**src/rtl/pipe_skid_stage.sv**
```systemverilog
// pipe_skid_stage: elastic pipeline-stage register with a two-entry skid buffer.
// Moves a WIDTH-bit payload between stages using a valid/ready handshake.
// in_ready and out_valid come straight from flops, so out_ready has no
// combinational path to in_ready. A synchronous flush empties the stage.
// Optional feature macro: PIPE_SKID_PERF_EN adds the stall, bubble and flush
// counters. Without it the three counter ports are tied to zero.
module pipe_skid_stage #(
    parameter int unsigned WIDTH = 32,
    parameter int unsigned CNT_W = 32
) (
    input  logic             clock,
    input  logic             reset,
    input  logic             flush,
    input  logic             in_valid,
    output logic             in_ready,
    input  logic [WIDTH-1:0] in_data,
    output logic             out_valid,
    input  logic             out_ready,
    output logic [WIDTH-1:0] out_data,
    output logic [CNT_W-1:0] stall_cnt,
    output logic [CNT_W-1:0] bubble_cnt,
    output logic [CNT_W-1:0] flush_cnt
);

    // The state also serves as the occupancy of main and skid.
    typedef enum logic [1:0] {
        EMPTY = 2'd0,
        ONE   = 2'd1,
        TWO   = 2'd2
    } state_t;

    state_t           state_q, state_d;
    logic [WIDTH-1:0] main_data_q, main_data_d;
    logic [WIDTH-1:0] skid_data_q, skid_data_d;
    logic             in_fire, out_fire;

    assign out_valid = (state_q != EMPTY);
    assign in_ready  = (state_q != TWO);
    assign out_data  = main_data_q;
    assign in_fire   = in_valid & in_ready;
    assign out_fire  = out_valid & out_ready;

    // State and payload registers. Reset takes priority over everything else.
    always_ff @(posedge clock) begin
        if (reset) begin
            state_q     <= EMPTY;
            main_data_q <= '0;
            skid_data_q <= '0;
        end else begin
            state_q     <= state_d;
            main_data_q <= main_data_d;
            skid_data_q <= skid_data_d;
        end
    end

    // Next state and payload moves. A flush empties the stage and leaves the payload registers unchanged.
    always_comb begin
        state_d     = state_q;
        main_data_d = main_data_q;
        skid_data_d = skid_data_q;
        if (flush) begin
            state_d = EMPTY;
        end else begin
            unique case (state_q)
                EMPTY: begin
                    if (in_fire) begin
                        state_d     = ONE;
                        main_data_d = in_data;
                    end
                end
                ONE: begin
                    if (in_fire && out_fire) begin
                        main_data_d = in_data;
                    end else if (out_fire) begin
                        state_d = EMPTY;
                    end else if (in_fire) begin
                        state_d     = TWO;
                        skid_data_d = in_data;
                    end
                end
                TWO: begin
                    if (out_fire) begin
                        state_d     = ONE;
                        main_data_d = skid_data_q;
                    end
                end
                default: state_d = EMPTY;
            endcase
        end
    end

`ifdef PIPE_SKID_PERF_EN
    logic [CNT_W-1:0] stall_q, bubble_q, flush_q;

    // Free-running event counters. They are cleared by reset only, not by flush, and wrap naturally.
    always_ff @(posedge clock) begin
        if (reset) begin
            stall_q  <= '0;
            bubble_q <= '0;
            flush_q  <= '0;
        end else begin
            if (out_valid && !out_ready) stall_q  <= stall_q + 1'b1;
            if (!out_valid && out_ready) bubble_q <= bubble_q + 1'b1;
            if (flush)                   flush_q  <= flush_q + 1'b1;
        end
    end

    assign stall_cnt  = stall_q;
    assign bubble_cnt = bubble_q;
    assign flush_cnt  = flush_q;
`else
    assign stall_cnt  = '0;
    assign bubble_cnt = '0;
    assign flush_cnt  = '0;
`endif

endmodule

```
**config.mk**
```make
export PLATFORM = sky130hd
export DESIGN_NAME = pipe_skid_stage
export DESIGN_NICKNAME = d
export VERILOG_FILES = /design/src/rtl/pipe_skid_stage.sv
export SDC_FILE = /design/constraint.sdc
export NUM_CORES = 1
export LEC_CHECK = 0
export CORE_MARGIN = 10
export CORE_UTILIZATION = 40
export CTS_CLUSTER_DIAMETER = 100
export CTS_CLUSTER_SIZE = 12
export DETAILED_ROUTE_END_ITERATION = 16
export GPL_TIMING_DRIVEN = 1
export PLACE_DENSITY_LB_ADDON = 0.3
export SLEW_MARGIN = 25
export SYNTH_ARGS = -nofsm -noshare
export SYNTH_HDL_FRONTEND = slang
export SYNTH_SLANG_ARGS = --single-unit
```
**constraint.sdc**
```tcl
create_clock -name clock -period 1.76 [get_ports clock]
set_input_delay 0.528 -clock clock [delete_from_list [all_inputs] [get_ports clock]]
set_output_delay 0.528 -clock clock [all_outputs]
set_load 0.01 [all_outputs]
```
## After elaboration in Yosys (flattened, before gate mapping)

Index checks and enable logic that the tools add are counted.

- Add/sub/neg operators: 0
- $mul: 0
- Div/mod/pow operators: 0
- Order comparisons: 0
- Equality and inequality tests: 8
- Shifts and indexed selects: 0
- Multiplexer cells: 10
- Bitwise gates (word level): 5
- Reduce and logical (&&, ||, !) cells: 8

Operators with widths:

| operator | count |
|---|---|
| $mux 32 | 3 |
| $pmux 32 s3 | 1 |
| $mux 2 | 5 |
| $ne 2x2->1 const B | 5 |
| $reduce_and 5->1 | 2 |
| $pmux 2 s3 | 1 |
| $reduce_and 4->1 | 1 |
| $ne 3x3->1 const B | 1 |
| $not 1->1 | 3 |
| $reduce_bool 3->1 | 1 |
| $and 1x1->1 | 2 |
| $eq 2x1->1 const B | 1 |
| $eq 2x2->1 const B | 1 |
| $logic_not 2->1 | 1 |
| $reduce_bool 2->1 | 1 |
| $reduce_or 2->1 | 1 |
| $logic_and 1x1->1 | 1 |

- Flip-flop bits (word level): 66
- Latch bits: 0
- Bits in writable memories: 0
- Bits in read-only memories: 0
- Input port bits: 37
- Output and inout bits: 130
- Word-level logic and storage cells: 34
- Memories kept: 0

## Depth between registers and ports, before layout

- Depth in word-level cells: 6
- Gate-level depth with buffers: 6
- Gate-level depth less buffers: 3

## Worst setup path after synthesis

No wires, ideal clock.

- Path kind: input-to-reg
- Start: input port flush
- End: register main_data_q[10] (netlist: out_data[10])
- Setup time: 146 ps
- Arrival: 1458 ps
- Slack: 156 ps
- Stages on the path: 6
- Path buffers: 3
- Cells stage by stage: buf_4 -> and4bb_1 -> buf_2 -> buf_2 -> a211oi_1 -> a211oi_2

- Cells in the longest elaborated chain, start to end: 2

RTL lines:

| item | RTL line | RTL |
|---|---|---|
| from (decl) | 13 | `input logic flush,` |
| $not 1->1 (no line) | -- |  |
| $reduce_and 5->1 (no line) | -- |  |
| to (signal assigned) | 51 | `main_data_q <= main_data_d;` |
| to (decl) | 33 | `logic [WIDTH-1:0] main_data_q, main_data_d;` |

No other way between the ends.
A chain may end at the register's enable or synchronous reset.

## Final worst setup path

- Start: input port flush
- End: register main_data_q[29] (netlist: out_data[29])

The elaborated chain is that of the path after synthesis.

==> qor.txt <==
=================================================================================================================
Status                                                                                               finished clean
Setup Viol. Count Final                                                                                         0
Final-report hold violation count                                                                               0
Highest-count cells in the layout ignoring fill and taps                                             96 x sky130_fd_sc_hd__conb_1, 65 x sky130_fd_sc_hd__dfxtp_1, 35 x sky130_fd_sc_hd__a211oi_1
Post-synthesis share of cell area spent on xor and xnor gates                                                  0%
Vertical extent of the die                                                                                 118 um
Total DRC errors in the routed layout                                                                           0
Arithmetic-cell share of the synthesized area counting full adders, half adders and majority gates             0%
Num ports                                                                                                     167
Max-slew violations                                                                                             0
Relative area change from synthesis to final layout                                                         20.8%
Total via count in the routed design                                                                        3,013
Compound-cell area share of the yosys netlist                                                               26.0%
RD Place Congestion                                                                                         0.784
Proportion of power drawn by combinational gates                                                            19.7%
Buffer type at the clock tree root                                                                   sky130_fd_sc_hd__clkbuf_8
Post-route minimum period                                                                                 1.70 ns
Synthesized-area fraction occupied by and/or/nand/nor cells                                                 6.21%
Mean number of vias per cell                                                                                 4.92
Initial detailed-routing violation count                                                                      197
Worst clock skew on the final layout                                                                   0.00965 ns
Worst setup EP type                                                                                     flip-flop
Maximum frequency from static timing analysis                                                             587 MHz
Initial antenna violation count                                                                                 0
Part of the Yosys area used for sequential elements                                                         34.7%
Clock edge transition at the registers on the reported setup and hold paths                               0.08 ns
Dominant combinational cell family by area after synthesis                                           compound AO/OA/AOI/OAI gates
Worst hold path type                                                                                    in -> reg
Count of filler cells inserted in the layout                                                                  867
Count of standard-cell rows                                                                                    35
Cts-stage hold buffer count                                                                                     0
Seq cells post-synth                                                                                           66
Yosys Warn Count                                                                                                0
Cts bufs inserted                                                                                               9
Crit Path Class                                                                                         in -> reg
IO Port Bufs                                                                                                   70
Post-layout worst setup margin                                                                          0.0572 ns
Clock network fraction of total power                                                                       36.0%
Htree depth                                                                                                     3
Routed wire length                                                                                        10.7 mm
Power density over cell area                                                                          791 nW/um^2
Setup repair after global routing missed its margin                                                         false
CTS tree                                                                                                     done
Post-detailed-route wirelength per cell                                                                   17.4 um
Largest net degree at the start of global routing                                                              38
Type of origin of the critical path                                                                  primary input
Internal power of the cells                                                                               2590 uW
Count of distinct cell types in the synthesized netlist                                                        29
Remaining global-route overflow                                                                                 0
Via count of the first global-routing pass                                                                  3,131
Number of nets with antenna violations after routing                                                            0
Final nets                                                                                                    516
Leakage power figure                                                                                   0.00206 uW
Horizontal die dimension                                                                                   118 um
Ant diodes                                                                                                      0
Bufs on Longest Clock Path                                                                                      2
Sequential share of power                                                                                   44.3%
Synth Cell Area                                                                                        3810 sq um
Initial standard-cell utilization of the core                                                               41.2%
First-pass iteration count of the detailed router                                                               4
Clock latency at the later pin of the worst-skew pair                                                     0.33 ns
Synthesized instance count                                                                                    409
Half-perimeter wire length of the detailed placement result                                               7.39 mm
Proportion of layout cells with a drive suffix above 1                                                      18.0%
VDD IR max                                                                                               0.329 mV
Pre-CTS setup slack                                                                                     -0.446 ns
Global-route usage over all layers                                                                          14.2%
Standard cell core area                                                                                9240 sq um
Sink count of the clock tree                                                                                   66
Sw Ratio                                                                                                    28.9%
Max capacitance violation total                                                                                 0
Crit path arrival time                                                                                    1.91 ns
Post-route clock period utilization                                                                         96.8%
Average cell area after synthesis                                                                      9.32 sq um
Required time of the critical path                                                                        1.97 ns
Global-route wire length before repair                                                                    16.7 mm
Most common cell after layout, fill and taps aside                                                   sky130_fd_sc_hd__conb_1
Die area                                                                                             13,800 sq um
Sw power                                                                                                  1050 uW
Worst Path Max Fanout                                                                                          21
Multiplexer fraction of the synthesized cell area                                                           8.70%
Setup TNS                                                                                                    0 ns
=================================================================================================================
[critical path: stages]
cell and delay, ns:
sky130_fd_sc_hd__clkdlybuf4s50_1 0.48, sky130_fd_sc_hd__and4bb_2 0.30, sky130_fd_sc_hd__buf_6 0.19, sky130_fd_sc_hd__a211oi_1 0.33, sky130_fd_sc_hd__a211oi_2 0.08
[cells by family (layout without fill, tap and decap cells)]
group / Yosys count / count (layout)
buffers and inverters: 135 / 114
AOI/OAI and AO/OA: 132 / 133
DFF: 66 / 66
and+or+nand+nor: 42 / 42
muxes: 33 / 33
other: 1 / 96
[state kept, by name, indices dropped and copies added, names as in the netlist]
signal,flops
out_data,32
skid_data_q,32
state_q,2
[what timing repair did]
action	in CTS	in global routing
pin swaps	1	3
endpoints found under the setup margin	69	67
gates resized for setup	36	20
buffers inserted	0	1
cloned	1	2
[routing by layer]
metal	vias up	global-route usage (%)	share of wire (%)	wire length, um
met1	1423	17.4	43	4640
li1	1427	-	-	-
met5	-	0	0	0
met4	0	3.71	0.55	59
met3	7	5.47	10	1110
met2	156	22.6	46	4870
[Yosys cell counts (all sizes together)]
master   number  area share (%)
buf         118              22
dfxtp        66              35
a211oi       65              17
a21oi        32             4.2
mux2i        32             8.4
nand3        32             4.2
o21ai        32             4.2
clkbuf       16             1.8
a21o          2            0.59
nand2b        2            0.33
a2111oi       1            0.26
and4bb        1            0.33
conb          1           0.098
inv           1           0.098
mux2          1            0.30
nand2         1           0.098
nand3b        1            0.20
nand4bb       1            0.30
nor2          1           0.098
nor4bb        1            0.26
or2           1            0.16
or3b          1            0.23
[final timing paths]
path	startpoint	to	slack [ns]	cells after the start
worst max-delay path	flush	out_data[29]	0.06	5
worst min-delay path	reset	state_q[1]	0.47	2
worst max register to register	state_q[0]	out_data[23]	0.16	5
worst min register to register	skid_data_q[13]	skid_data_q[13]	0.48	2
[per-stage QoR]
stage / area [sq um] / instances / power, uW / hold slack (ns) / utilization (%)
after floorplan: 4170 / 504 / 2210 / 0.453 / -
after global placement: 4330 / 593 / 2370 / 0.458 / 46.8
after detailed placement: 4330 / 593 / 2380 / 0.467 / 46.8
after CTS: 4500 / 610 / 3640 / 0.471 / 48.7
after global routing: 4600 / 613 / 3810 / 0.470 / 49.8
final: 4600 / 613 / 3640 / 0.473 / 49.8
[layout make-up]
| cell class | instances | area [sq um] | share of cell area (%) |
|---|---|---|---|
| Clock buffer | 12 | 155 | 3.37 |
| Multi-Input combinational cell | 304 | 1970 | 42.8 |
| Tap cell | 129 | 161 | 3.51 |
| Timing Repair Buffer | 97 | 938 | 20.4 |
| Clock inverter | 4 | 50.0 | 1.09 |
| Sequential cell | 66 | 1320 | 28.7 |
| Inverter | 1 | 3.75 | 0.0816 |
[power by group through the flow]
stage	logic, uW	registers [uW]	clock network (uW)
floorplan	548	1670	0
global placement	718	1650	0
detailed placement	732	1650	0
CTS	693	1610	1330
global route	778	1620	1410
finish	716	1610	1310
Power figures use the tool's default switching activity.
